`src/rtl/spi_byte_master_pkg.sv`:
```
// Shared definitions for the byte-level SPI master: FSM encoding,
// frame width and the divider-width helper.
package spi_byte_master_pkg;

  typedef enum logic [1:0] {
    ST_IDLE = 2'd0,
    ST_LOW  = 2'd1,
    ST_HIGH = 2'd2
  } spi_state_e;

  localparam int SPI_BITS = 8;

  // Width of a counter that must hold CLK_DIV-1, never narrower than one bit.
  function automatic int div_width(input int clk_div);
    int w;
    w = $clog2(clk_div);
    return (w < 1) ? 1 : w;
  endfunction

endpackage

```
`src/rtl/spi_byte_master_if.sv`:
```
// Byte handshake between the bootloader command engine (master side)
// and the SPI byte master (slave side).
interface spi_byte_master_if;
  import spi_byte_master_pkg::*;

  logic                select;
  logic                tx_valid;
  logic [SPI_BITS-1:0] tx_data;
  logic                tx_ready;
  logic                rx_valid;
  logic [SPI_BITS-1:0] rx_data;
  logic                rx_ready;
  logic                busy;

  modport master (
    output select, tx_valid, tx_data, rx_ready,
    input  tx_ready, rx_valid, rx_data, busy
  );

  modport slave (
    input  select, tx_valid, tx_data, rx_ready,
    output tx_ready, rx_valid, rx_data, busy
  );

endinterface

```
`src/rtl/spi_byte_master_clk_div.sv`:
```
// Reloadable down-counter that times each SCK half-period.
// o_zero flags the last clk of the current half-period.
module spi_byte_master_clk_div
  import spi_byte_master_pkg::*;
#(
  parameter int CLK_DIV = 1
) (
  input  logic i_clk,
  input  logic i_reset,
  input  logic i_load,
  input  logic i_en,
  output logic o_zero
);

  localparam int               DIV_W  = div_width(CLK_DIV);
  localparam logic [DIV_W-1:0] RELOAD = DIV_W'(CLK_DIV - 1);

  logic [DIV_W-1:0] r_cnt;

  // Reload wins over decrement; the counter parks at zero until reloaded.
  always_ff @(posedge i_clk) begin
    if (i_reset) begin
      r_cnt <= '0;
    end else if (i_load) begin
      r_cnt <= RELOAD;
    end else if (i_en && (r_cnt != '0)) begin
      r_cnt <= r_cnt - 1'b1;
    end
  end

  assign o_zero = (r_cnt == '0);

endmodule

```
`src/rtl/spi_byte_master.sv`:
```
// Mode-0, MSB-first SPI byte master. Each accepted tx byte is shifted out
// while the byte on MISO is captured and returned on the rx channel.
//
// state   | meaning
// --------+---------------------------------------------------------
// IDLE    | no transfer; SS follows select; accepts a byte when ready
// LOW     | SCK low half-period, MOSI stable; MISO sampled at its end
// HIGH    | SCK high half-period; next MOSI bit (or rx) at its end
module spi_byte_master
  import spi_byte_master_pkg::*;
#(
  parameter int CLK_DIV = 1
) (
  input  logic               i_clk,
  input  logic               i_reset,
  spi_byte_master_if.slave   if_bus,
  output logic               o_spi_sck,
  output logic               o_spi_so,
  input  logic               i_spi_si,
  output logic               o_spi_ss
);

  localparam int BIT_W = $clog2(SPI_BITS);

  spi_state_e          r_state;
  spi_state_e          w_state_nxt;
  logic [SPI_BITS-1:0] r_shift;
  logic [BIT_W-1:0]    r_bit;
  logic                r_sck;
  logic                r_so;
  logic                r_ss;
  logic                r_rx_valid;
  logic [SPI_BITS-1:0] r_rx_data;

  logic w_tx_ready;
  logic w_accept;
  logic w_div_load;
  logic w_div_en;
  logic w_div_zero;
  logic w_rise;
  logic w_fall;
  logic w_last;

  spi_byte_master_clk_div #(
    .CLK_DIV (CLK_DIV)
  ) u_clk_div (
    .i_clk   (i_clk),
    .i_reset (i_reset),
    .i_load  (w_div_load),
    .i_en    (w_div_en),
    .o_zero  (w_div_zero)
  );

  // Holding rx_valid off tx_ready makes rx overrun impossible.
  assign w_tx_ready = (r_state == ST_IDLE) && !r_ss && !r_rx_valid;

  // State register.
  always_ff @(posedge i_clk) begin
    if (i_reset) begin
      r_state <= ST_IDLE;
    end else begin
      r_state <= w_state_nxt;
    end
  end

  // Next state plus the per-cycle strobes that steer the datapath.
  always_comb begin
    w_state_nxt = r_state;
    w_accept    = 1'b0;
    w_div_load  = 1'b0;
    w_div_en    = 1'b0;
    w_rise      = 1'b0;
    w_fall      = 1'b0;
    w_last      = 1'b0;
    case (r_state)
      ST_IDLE: begin
        if (w_tx_ready && if_bus.tx_valid) begin
          w_accept    = 1'b1;
          w_div_load  = 1'b1;
          w_state_nxt = ST_LOW;
        end
      end
      ST_LOW: begin
        if (w_div_zero) begin
          w_rise      = 1'b1;
          w_div_load  = 1'b1;
          w_state_nxt = ST_HIGH;
        end else begin
          w_div_en = 1'b1;
        end
      end
      ST_HIGH: begin
        if (w_div_zero) begin
          w_fall = 1'b1;
          if (r_bit == BIT_W'(SPI_BITS - 1)) begin
            w_last      = 1'b1;
            w_state_nxt = ST_IDLE;
          end else begin
            w_div_load  = 1'b1;
            w_state_nxt = ST_LOW;
          end
        end else begin
          w_div_en = 1'b1;
        end
      end
      default: w_state_nxt = ST_IDLE;
    endcase
  end

  // Shift datapath, SPI pins and rx holding register.
  always_ff @(posedge i_clk) begin
    if (i_reset) begin
      r_shift    <= '0;
      r_bit      <= '0;
      r_sck      <= 1'b0;
      r_so       <= 1'b0;
      r_ss       <= 1'b1;
      r_rx_valid <= 1'b0;
      r_rx_data  <= '0;
    end else begin
      if (w_accept) begin
        r_shift <= if_bus.tx_data;
        r_so    <= if_bus.tx_data[SPI_BITS-1];
        r_bit   <= '0;
      end
      // MISO enters at the LSB as the sent bit leaves at the MSB.
      if (w_rise) begin
        r_sck   <= 1'b1;
        r_shift <= {r_shift[SPI_BITS-2:0], i_spi_si};
      end
      if (w_fall) begin
        r_sck <= 1'b0;
        if (!w_last) begin
          r_bit <= r_bit + 1'b1;
          r_so  <= r_shift[SPI_BITS-1];
        end
      end
      if (w_last) begin
        r_rx_data  <= r_shift;
        r_rx_valid <= 1'b1;
      end else if (r_rx_valid && if_bus.rx_ready) begin
        r_rx_valid <= 1'b0;
      end
      // SS may only move between bytes; a deselect mid-byte waits for IDLE.
      if (r_state == ST_IDLE) begin
        r_ss <= w_accept ? 1'b0 : !if_bus.select;
      end else begin
        r_ss <= 1'b0;
      end
    end
  end

  assign if_bus.tx_ready = w_tx_ready;
  assign if_bus.rx_valid = r_rx_valid;
  assign if_bus.rx_data  = r_rx_data;
  assign if_bus.busy     = (r_state != ST_IDLE);
  assign o_spi_sck       = r_sck;
  assign o_spi_so        = r_so;
  assign o_spi_ss        = r_ss;

endmodule

```
`src/flat_wrapper.sv`:
```
// flat-port wrapper written by rule: the top's interface ports become plain ports
module spi_byte_master_flat import spi_byte_master_pkg::*;
#(
  parameter int CLK_DIV = 1
)
  (i_clk, i_reset, o_spi_sck, o_spi_so, i_spi_si, o_spi_ss, if_bus_select, if_bus_tx_valid, if_bus_tx_data, if_bus_rx_ready, if_bus_tx_ready, if_bus_rx_valid, if_bus_rx_data, if_bus_busy);
  spi_byte_master_if if_bus_i ();
  input  logic i_clk;
  input  logic i_reset;
  output logic o_spi_sck;
  output logic o_spi_so;
  input  logic i_spi_si;
  output logic o_spi_ss;
  input wire logic [$bits(if_bus_i.select)-1:0] if_bus_select;
  input wire logic [$bits(if_bus_i.tx_valid)-1:0] if_bus_tx_valid;
  input wire logic [$bits(if_bus_i.tx_data)-1:0] if_bus_tx_data;
  input wire logic [$bits(if_bus_i.rx_ready)-1:0] if_bus_rx_ready;
  output wire logic [$bits(if_bus_i.tx_ready)-1:0] if_bus_tx_ready;
  output wire logic [$bits(if_bus_i.rx_valid)-1:0] if_bus_rx_valid;
  output wire logic [$bits(if_bus_i.rx_data)-1:0] if_bus_rx_data;
  output wire logic [$bits(if_bus_i.busy)-1:0] if_bus_busy;
  assign if_bus_i.select = if_bus_select;
  assign if_bus_i.tx_valid = if_bus_tx_valid;
  assign if_bus_i.tx_data = if_bus_tx_data;
  assign if_bus_i.rx_ready = if_bus_rx_ready;
  assign if_bus_tx_ready = if_bus_i.tx_ready;
  assign if_bus_rx_valid = if_bus_i.rx_valid;
  assign if_bus_rx_data = if_bus_i.rx_data;
  assign if_bus_busy = if_bus_i.busy;
  spi_byte_master #(.CLK_DIV(CLK_DIV)) u_core (.i_clk(i_clk), .i_reset(i_reset), .if_bus(if_bus_i), .o_spi_sck(o_spi_sck), .o_spi_so(o_spi_so), .i_spi_si(i_spi_si), .o_spi_ss(o_spi_ss));
endmodule
```
`config.mk`:
```
export PLATFORM = sky130hd
export DESIGN_NAME = spi_byte_master_flat
export DESIGN_NICKNAME = d
export VERILOG_FILES = /design/src/rtl/spi_byte_master_pkg.sv /design/src/rtl/spi_byte_master_if.sv /design/src/rtl/spi_byte_master_clk_div.sv /design/src/rtl/spi_byte_master.sv /design/src/flat_wrapper.sv
export SDC_FILE = /design/constraint.sdc
export NUM_CORES = 1
export LEC_CHECK = 0
export CAP_MARGIN = 30
export CORE_MARGIN = 2
export CORE_UTILIZATION = 53
export CTS_CLUSTER_SIZE = 40
export DETAILED_ROUTE_END_ITERATION = 8
export PLACE_DENSITY = 0.83
export SYNTH_ARGS = -nofsm -noshare
export SYNTH_HDL_FRONTEND = slang
export SYNTH_HIERARCHICAL = 1
export SYNTH_SLANG_ARGS = --single-unit
```
`constraint.sdc`:
```
create_clock -name i_clk -period 3.66 [get_ports i_clk]
set_input_delay 0.732 -clock i_clk [delete_from_list [all_inputs] [get_ports i_clk]]
set_output_delay 0.732 -clock i_clk [all_outputs]
set_load 0.02 [all_outputs]
```
Word level (Yosys, flattened, before mapping). Cells that the tools add are included.

Word-level logic and storage cells: 63. Input bits: 14. Output and inout port bits: 14. Bits in registers: 26.

Reductions and logical operators: 16. Muxes and demuxes: 30. Equality and inequality tests: 6. Add/sub/neg operators: 2.

Operators by type and width (count): $mux W1 (20); $mux W8 (2); $mux W3 (3); $mux W2 (3); $ne A2 B2 Y1 const B (3); $pmux W2 S3 (1); $reduce_bool A2 Y1 (3); $reduce_or A2 Y1 (3); $logic_and A1 B1 Y1 (5); $add A3 B1 Y3 const B (1); $eq A3 B3 Y1 const B (1); $logic_not A1 Y1 (3); $pmux W1 S3 (1); $reduce_and A3 Y1 (1); $eq A2 B1 Y1 const B (1); $eq A2 B2 Y1 const B (1); $logic_not A2 Y1 (1); $sub A1 B1 Y1 const B (1).

Longest topological paths before layout. Gate-level depths: netlist of run 1.

Depth in word-level cells: 9. Mapped depth: 6. Gate-level depth less buffers: 5.

Cells and area by module. The synthesis of run 1 kept the hierarchy.

Modules (own cells, without submodules): spi_byte_master (cells an instance 136, area an instance 1222.4 µm², times used 1); spi_byte_master_clk_div (cells an instance 3, area an instance 38.8 µm², times used 1).

Worst setup path after synthesis of run 1. Ideal clock, no wire load.

Path kind: register to output. From: reg u_core.r_state[0]. To: out if_bus_tx_ready. Setup slack: 1.663 ns. Path buffers: 0. Arrival time: 1.265 ns. Cell stages (with the launch flop): 5. Required time: 2.928 ns. Cells stage by stage: dfxtp_1 -> inv_1 -> ha_1 -> inv_1 -> nor3_1.

Longest elaborated chain between the ends: 3.

RTL lines: start: declaration (RTL line spi_byte_master.sv:25) `spi_state_e r_state;`; start signal: assignment (RTL line spi_byte_master.sv:62) `r_state <= w_state_nxt;`; $logic_not A2 Y1 (RTL line spi_byte_master.sv:55) `assign w_tx_ready = (r_state == ST_IDLE) && !r_ss && !r_rx_valid;`; $logic_and A1 B1 Y1 (2 in series) (RTL line spi_byte_master.sv:55); end: declaration (RTL line flat_wrapper.sv:18) `output wire logic [$bits(if_bus_i.tx_ready)-1:0] if_bus_tx_ready;`.

No other way between the ends.

Worst setup path in the final report of run 1.
From: reg u_core.r_state[1]. To: out if_bus_tx_ready.

The elaborated chain is that of the path after synthesis.

==> results, run 1 <==
- The type of origin of the critical path is a flip-flop.
- For the final database, setup skew stands at 0.00326 ns.
- The fraction of the cycle the final worst path needs is 0.726.
- The count of final max-slew check failures is 0.
- The final global-route overflow total is 0.
- The number of buffers created by CTS is 3.
- The peak fanout along the critical path is 5.
- The critical register-to-register path startpoint is u_core/r_state[1]$_SDFFE_PP0P_.
- The fraction of final layout cells sized beyond drive strength 1 is 0.153.
- The tightest min-delay check is of the reg2reg type.
- Setup violations remaining at the end of the flow were counted as 0.
- The number of antenna violations at the first check in global routing is 0.
- After the first detailed-routing iteration, the DRC count stood at 9.
- Entering global routing, the biggest net connects 18 pins.
- The proportion of netlist area held by the largest area contributor is 0.413.
- The overall global routing resource usage is 0.217.
- The number of clock sinks is 26.
- The root buffer cell chosen for the clock tree is clkbuf_4.
- Summed over all cells, the static leakage comes to 0.000567 uW.
- The commonest cells after synthesis are nand2_1 (30), dfxtp_1 (26), a21oi_1 (13).
- The worst register-to-register path has a depth of 5.
- After clock tree synthesis, the setup repair step added 0 buffers.
- The final design instance area without fill is 1560 sq um.
- STA puts the critical path data arrival time at 1.93 ns.
- The synthesized design spends more area on one cell type than any other, namely dfxtp_1.
- In this run, synthesis produced a sequential element count of 26.
- After detailed routing, the number of remaining DRC violations is 0.
- The end of the worst register-to-register path is u_core/r_state[1]$_SDFFE_PP0P_.
- The dominant cell by count in the synthesized netlist is nand2_1.
- The smallest clock period supported by the final layout is computed as 2.66 ns.
- During synthesis, Yosys emitted a total of 6 warnings.
- The type of the worst setup path is reg2out.
- The post-layout net count is 186.
- After detailed placement, the total cell area comes to 1530 sq um.
- Dividing total power by cell area gives a power density of 538 nW/um^2.
- The flow ran to the end, and the final reports show no timing, DRC or antenna violations.
- The worst hold path begins at u_core/if_bus.rx_data[1]$_SDFFE_PP0P_.
- The floorplan has 17 rows.
- The average size of a mapped cell is 9.07 sq um.
- The floorplan step set the die height to 52.8 um.
- The remaining antenna violation count after routing is 0.
- The number of hold buffers added after CTS was 0.
- The async set-or-reset flop fraction in the synthesized netlist is 0.
- STA classifies the critical path endpoint as an output port.
- Synthesis produced a netlist with a net count of 160.
- Synthesis produced 139 cells.
- The detailed router placed 1,071 vias in this run.
- The routed via count divided by cell count is 5.61.
- The final hold violation count is 0.
- After detailed routing, the average wire length per cell comes to 13.9 um.
- The netlist uses 30 different library cells.
- Data on the critical path is required at its endpoint by 2.93 ns.
- The TritonCTS clock tree is done.
- The worst ir drop on vdd is 396 uV.
- The via count of the first global-routing pass is 1,037.
- The first detailed-routing pass ran for 4 iterations.
- The post-CTS clock slew at the launch and capture registers of the worst setup and hold paths is 0.14 ns.
- The number of primary I/O pins is 28.
- At the later pin of the worst-skew pair, clock insertion delay measures 0.31 ns.
- The cell depth of the worst min-delay path is 2.
- The normalized max-slew margin is 0.601.
- The number of antenna diodes in the final layout is 0.
- The pin slew with the least headroom to its limit is 0.596 ns.
- The share of the Yosys chip area taken by registers is 0.413.
- The routed wire length is 2.66 mm.
- For this run, the leading register cell type out of synthesis is dfxtp_1.
- The number of fill cells is 184.
- Setup repair after global routing left no endpoint under its margin.
- The floorplan step set the die width to 52.8 um.
- The post-synthesis to final-layout area growth is 23.3%.
- Max-cap violations in this run came to 0.
- CTS built an H-tree with a depth of 1.
- The core region area is 2230 sq um.
- The number of flops mapped to enable cells by yosys is 0.
- The first global-routing pass estimated 4.44 mm of wire.
- The count of input and output buffers is 27.
- The half-perimeter wire length after detailed placement is 1.97 mm.
- The longest clock path from root to sink contains 2 buffers.
- The worst hold path terminates at u_core/if_bus.rx_data[1]$_SDFFE_PP0P_.
- The die covers 2790 sq um.
- After synthesis the cells add up to 1260 sq um.
- The effective utilization at floorplan is 0.565.
- For the final routed database, the setup TNS stands at 0 ns.
- Yosys attributes the largest share of cell area to dfxtp_1 (41%), a311oi_2 (11%), nand2_1 (8.9%).
- Once the clock tree was built, the resizer swapped 0 gates to a different size.
- The congestion estimate from routability-driven global placement came to 0.757.
- Static timing analysis puts the maximum clock frequency at 376 MHz.
- The setup slack of the worst register-to-register path is 1.83 ns.
## layout by cell type (no fill, tap or decap)
master            n
nand2_1          30
clkdlybuf4s50_1  27
dfxtp_1          26
a21oi_1          13
nor2_1           11
a311oi_2          9
nand2_2           8
ha_1              7
inv_1             5
nand3_1           4
clkbuf_4          3
nor2b_1           2
mux2i_1           2
nand2b_1          2
nand3b_1          1
nand4bb_2         1
a31oi_1           1
nor3_1            1
and4bb_1          1
a2bb2oi_2         1
nand2_4           1
and3b_1           1
a211oi_1          1
o31ai_1           1
and3_1            1
o21ai_0           1
buf_4             1
nor4b_2           1
## report_power, final
group          switching [uW]  internal (uW)  total (uW)
logic                     194            150         344
registers                40.5            333         373
clock network            81.2           38.5         120
total                     315            521         837
## layer usage
metal  vias to the layer above  part of all wire  track usage  wire [um]
met4                         0            0.0094       0.0983         25
met1                       517              0.45        0.265       1200
met2                        25              0.51        0.371       1350
li1                        525                 -            -          -
met5                         -                 0            0          0
met3                         4             0.032       0.0343         85
## through the flow
step | setup WS, ns | total power (uW) | cells | hold WS, ns | utilization
after floorplan | 1.66 | 629 | 139 | 0.446 | -
after global placement | 1.43 | 700 | 188 | 0.445 | 0.686
after detailed placement | 1.36 | 719 | 188 | 0.452 | 0.686
after CTS | 1.00 | 837 | 191 | 0.470 | 0.696
after global routing | 0.835 | 883 | 191 | 0.489 | 0.696
final | 1.00 | 837 | 191 | 0.468 | 0.696
## sequential cells by signal, summed over array words and instances, names as in the netlist
register	cells
u_core/if_bus.rx_data	8
u_core/if_bus.rx_valid	1
u_core/o_spi_sck	1
u_core/o_spi_so	1
u_core/o_spi_ss	1
u_core/r_bit	3
u_core/r_shift	8
u_core/r_state	2
u_core/u_clk_div/r_cnt	1
## cell families after synthesis
kind of cell             share of synthesized area
AND/OR/NAND/NOR                              0.263
adder cells (fa/ha/maj)                     0.0694
flip-flops                                   0.413
multiplexers                                0.0159
AO/OA/AOI/OAI                                0.191
buffers and inverters                       0.0476
## worst max-delay path, stage by stage (launching register included)
cell and delay, ns:
dfxtp_1 0.37, inv_1 0.11, ha_1 0.27, inv_1 0.10, nor3_1 0.13, clkdlybuf4s50_1 0.63
## cell type report
| type | count | area [sq um] | share of cell area |
|---|---|---|---|
| tap | 28 | 35.0 | 0.0225 |
| clock buffer | 3 | 22.5 | 0.0145 |
| multi-input combinational | 101 | 681 | 0.438 |
| inverter | 5 | 18.8 | 0.0121 |
| sequential | 26 | 520 | 0.335 |
| timing repair buffer | 28 | 278 | 0.179 |
## worst max-delay path by stage
stage / start / endpoint / slack, ns / cells past startpoint
6_report: u_core/r_state[1]$_SDFFE_PP0P_ / if_bus_tx_ready / 1.00 / 5
4_1_cts: u_core/r_state[1]$_SDFFE_PP0P_ / if_bus_tx_ready / 1.00 / 5
2_1_floorplan: u_core/r_state[0]$_SDFFE_PP0P_ / if_bus_tx_ready / 1.66 / 4
3_5_place_dp: u_core/r_state[1]$_SDFFE_PP0P_ / if_bus_tx_ready / 1.36 / 5
3_3_place_gp: u_core/r_state[0]$_SDFFE_PP0P_ / if_bus_tx_ready / 1.43 / 5
5_1_grt: u_core/r_state[1]$_SDFFE_PP0P_ / if_bus_tx_ready / 0.83 / 5
(Power assumes the default switching activity.)
==> inputs of run 2 (changes only) <==
CORE_UTILIZATION = 49   (was 53)
PLACE_DENSITY = 0.78   (was 0.83)
clock period = 2.66 ns   (was 3.66 ns; I/O delays follow)
==> results, run 2 (synthesis results as in run 1) <==
- The end of the worst register-to-register path is u_core/r_state[0]$_SDFFE_PP0P_.
- Before CTS, the worst setup slack after placement is 0.542 ns.
- For this block, the initial DRC count from the detailed router was 12.
- The critical path goes through inv_1 > ha_1 > inv_1 > nor3_1 > clkdlybuf4s50_1.
- The number of clock sinks is 26.
- The min-delay analysis places its worst path in the category reg2reg.
- Buffers added to address setup during post-CTS repair amount to 0.
- The routed via count divided by cell count is 5.30.
- Subtracting the final worst setup slack from the clock period gives 2.47 ns.
- Following the worst setup path forward leads to its endpoint at if_bus_tx_ready.
- The global-route wire length before repair is 4.20 mm.
- Entering global routing, the biggest net connects 26 pins.
- The cell at the root of the clock tree is clkbuf_4.
- The critical path is of the reg2out type.
- The most critical setup path has its startpoint at u_core/r_state[1]$_SDFFE_PP0P_.
- The number of failing setup endpoints in the final timing report is 0.
- The library cell used most frequently in the layout, excluding fill and tap cells, is nand2_1.
- The normalized max-slew margin is 0.651.
- The via count is 1,028.
- The total placed cells including tap cells is 190.
- The setup TNS is 0 ns.
- After detailed placement, the total cell area comes to 1540 sq um.
- The total power per unit cell area is 787 nW/um^2.
- The data arrival time at the worst-slack endpoint is 1.93 ns.
- Data on the critical path is required at its endpoint by 2.13 ns.
- The number of standard-cell rows in the floorplan is 18.
- The final hold violation count came to 0.
- The number of gates resized after CTS was 0.
- The post-CTS clock slew at the launch and capture registers of the worst setup and hold paths is 0.15 ns.
- The number of antenna violations at the first check in global routing is 0.
- The startpoint identified for the worst register-to-register timing path is u_core/r_state[1]$_SDFFE_PP0P_.
- The die is 54.7 um wide.
- After routing the design area is 1590 sq um.
- The leakage power is 0.000581 uW.
- Leaving out fill and tap cells, the most frequent cells in the layout are nand2_1 (30), clkdlybuf4s50_1 (27), dfxtp_1 (26), a21oi_1 (13), nor2_1 (11).
- The remaining antenna violation count after routing is 0.
- The endpoint kind of the worst setup timing path is an output port.
- CTS built an H-tree with a depth of 1.
- The final global-route overflow total is 0.
- The flow ran to the end, and the final reports show no timing, DRC or antenna violations.
- For this configuration, the core starts out at a cell density of 0.514.
- The depth of the most critical reg-to-reg path is 5.
- From synthesis to final layout, the design area changed by 25.9%.
- Dividing the final minimum period by the clock period gives 0.927.
- The cell depth of the worst min-delay path is 2.
- Timing would allow up to 405 MHz.
- The post-layout net count is 186.
- The floorplan step set the die height to 54.7 um.
- For the pin with the worst max-slew slack, the measured transition is 0.523 ns.
- The cell with the largest stage delay on the worst path is clkdlybuf4s50_1.
- The cell with the most instances on the worst path is inv_1.
- The routed wire length is 2.54 mm.
- The final routed DRC violation total is 0.
- The final worst-path setup slack is 0.193 ns.
- Setup repair after global routing left no endpoint under its margin.
- The worst setup path is launched from a flip-flop.
- The half-perimeter wire length after detailed placement is 1.85 mm.
- The number of buffers created by CTS is 3.
- The worst ir drop on vdd is 650 uV.
- The count of input and output buffers is 27.
- The number of buffers on the longest clock path is 2.
- The overall global routing resource usage is 0.192.
- On the worst path, the slowest cell contributes a delay of 0.63 ns.
- Across the run, the number of max-cap violations was 0.
- Clock latency on the worst-skew pair, taken at its later pin, is 0.32 ns.
- Of the cells placed in the final design, the portion with a size suffix greater than 1 is 0.159.
- The count of final max-slew check failures is 0.
- The fraction of the core area covered by cells at the end of the flow is 0.647.
- Dividing the detail-routed wire length by the instance count gives 13.1 um.
- The total iterations of the first detailed-routing run is 4.
- The via count of the first global-routing pass is 970.
- Of all nets on the critical path, the largest fanout is 5.
- The setup check on the worst reg-to-reg path leaves a slack of 0.87 ns.
- Clock skew on the completed layout was measured at 0.00940 ns.
- The post-route non-filler standard cell count is 194.
- The number of primary I/O pins is 28.
- The number of buffers inserted for hold repair after clock tree synthesis is 0.
- The TritonCTS clock tree is done.
- The final estimated routing congestion in global placement is 0.727.
- The floorplan step defined a core boundary enclosing 2450 sq um.
- The die covers 3000 sq um.
- The antenna cell count is 0.
run 2: worst max-delay path: cells and delay by family, from the launching register on:
| kind | cells | cell delay (ns) |
|---|---|---|
| fa+ha+maj | 1 | 0.26 |
| buf+inv | 3 | 0.84 |
| flops | 1 | 0.37 |
| simple gates | 1 | 0.15 |
run 2: routing by layer:
| metal | GRT usage | vias up | part of all wire |
|---|---|---|---|
| met1 | 0.233 | 477 | 0.46 |
| met2 | 0.343 | 21 | 0.51 |
| met4 | 0.0583 | 0 | 0.0063 |
| met5 | 0 | - | 0 |
| li1 | - | 528 | - |
| met3 | 0.0273 | 2 | 0.029 |
run 2: report_power, final:
part	switching, uW	internal [uW]
sequential	55.0	458
clock	118	152
combinational	260	206
run 2: area by class of cell:
type | count | area [sq um]
clock inverter | 1 | 30.0
clock buffer | 3 | 22.5
multi-input combinational | 101 | 681
tap | 30 | 37.5
timing repair buffer | 28 | 278
inverter | 5 | 18.8
sequential | 26 | 520
fill | 213 | 867
run 2: worst min path at each step:
| stage | from | endpoint | slack [ns] |
|---|---|---|---|
| finish | u_core/if_bus.rx_data[7]$_SDFFE_PP0P_ | u_core/if_bus.rx_data[7]$_SDFFE_PP0P_ | 0.46 |
| global route | u_core/if_bus.rx_data[0]$_SDFFE_PP0P_ | u_core/if_bus.rx_data[0]$_SDFFE_PP0P_ | 0.48 |
| CTS | u_core/if_bus.rx_data[0]$_SDFFE_PP0P_ | u_core/if_bus.rx_data[0]$_SDFFE_PP0P_ | 0.47 |
| detailed placement | u_core/if_bus.rx_data[0]$_SDFFE_PP0P_ | u_core/if_bus.rx_data[0]$_SDFFE_PP0P_ | 0.45 |
| global placement | u_core/if_bus.rx_data[1]$_SDFFE_PP0P_ | u_core/if_bus.rx_data[1]$_SDFFE_PP0P_ | 0.44 |
| floorplan | u_core/r_shift[0]$_SDFFE_PP0P_ | u_core/if_bus.rx_data[0]$_SDFFE_PP0P_ | 0.45 |
run 2: per-stage QoR:
step	hold slack [ns]	total power, uW
after floorplan	0.446	865
after global placement	0.445	966
after detailed placement	0.448	985
after CTS	0.467	1260
after global routing	0.479	1330
final	0.462	1250
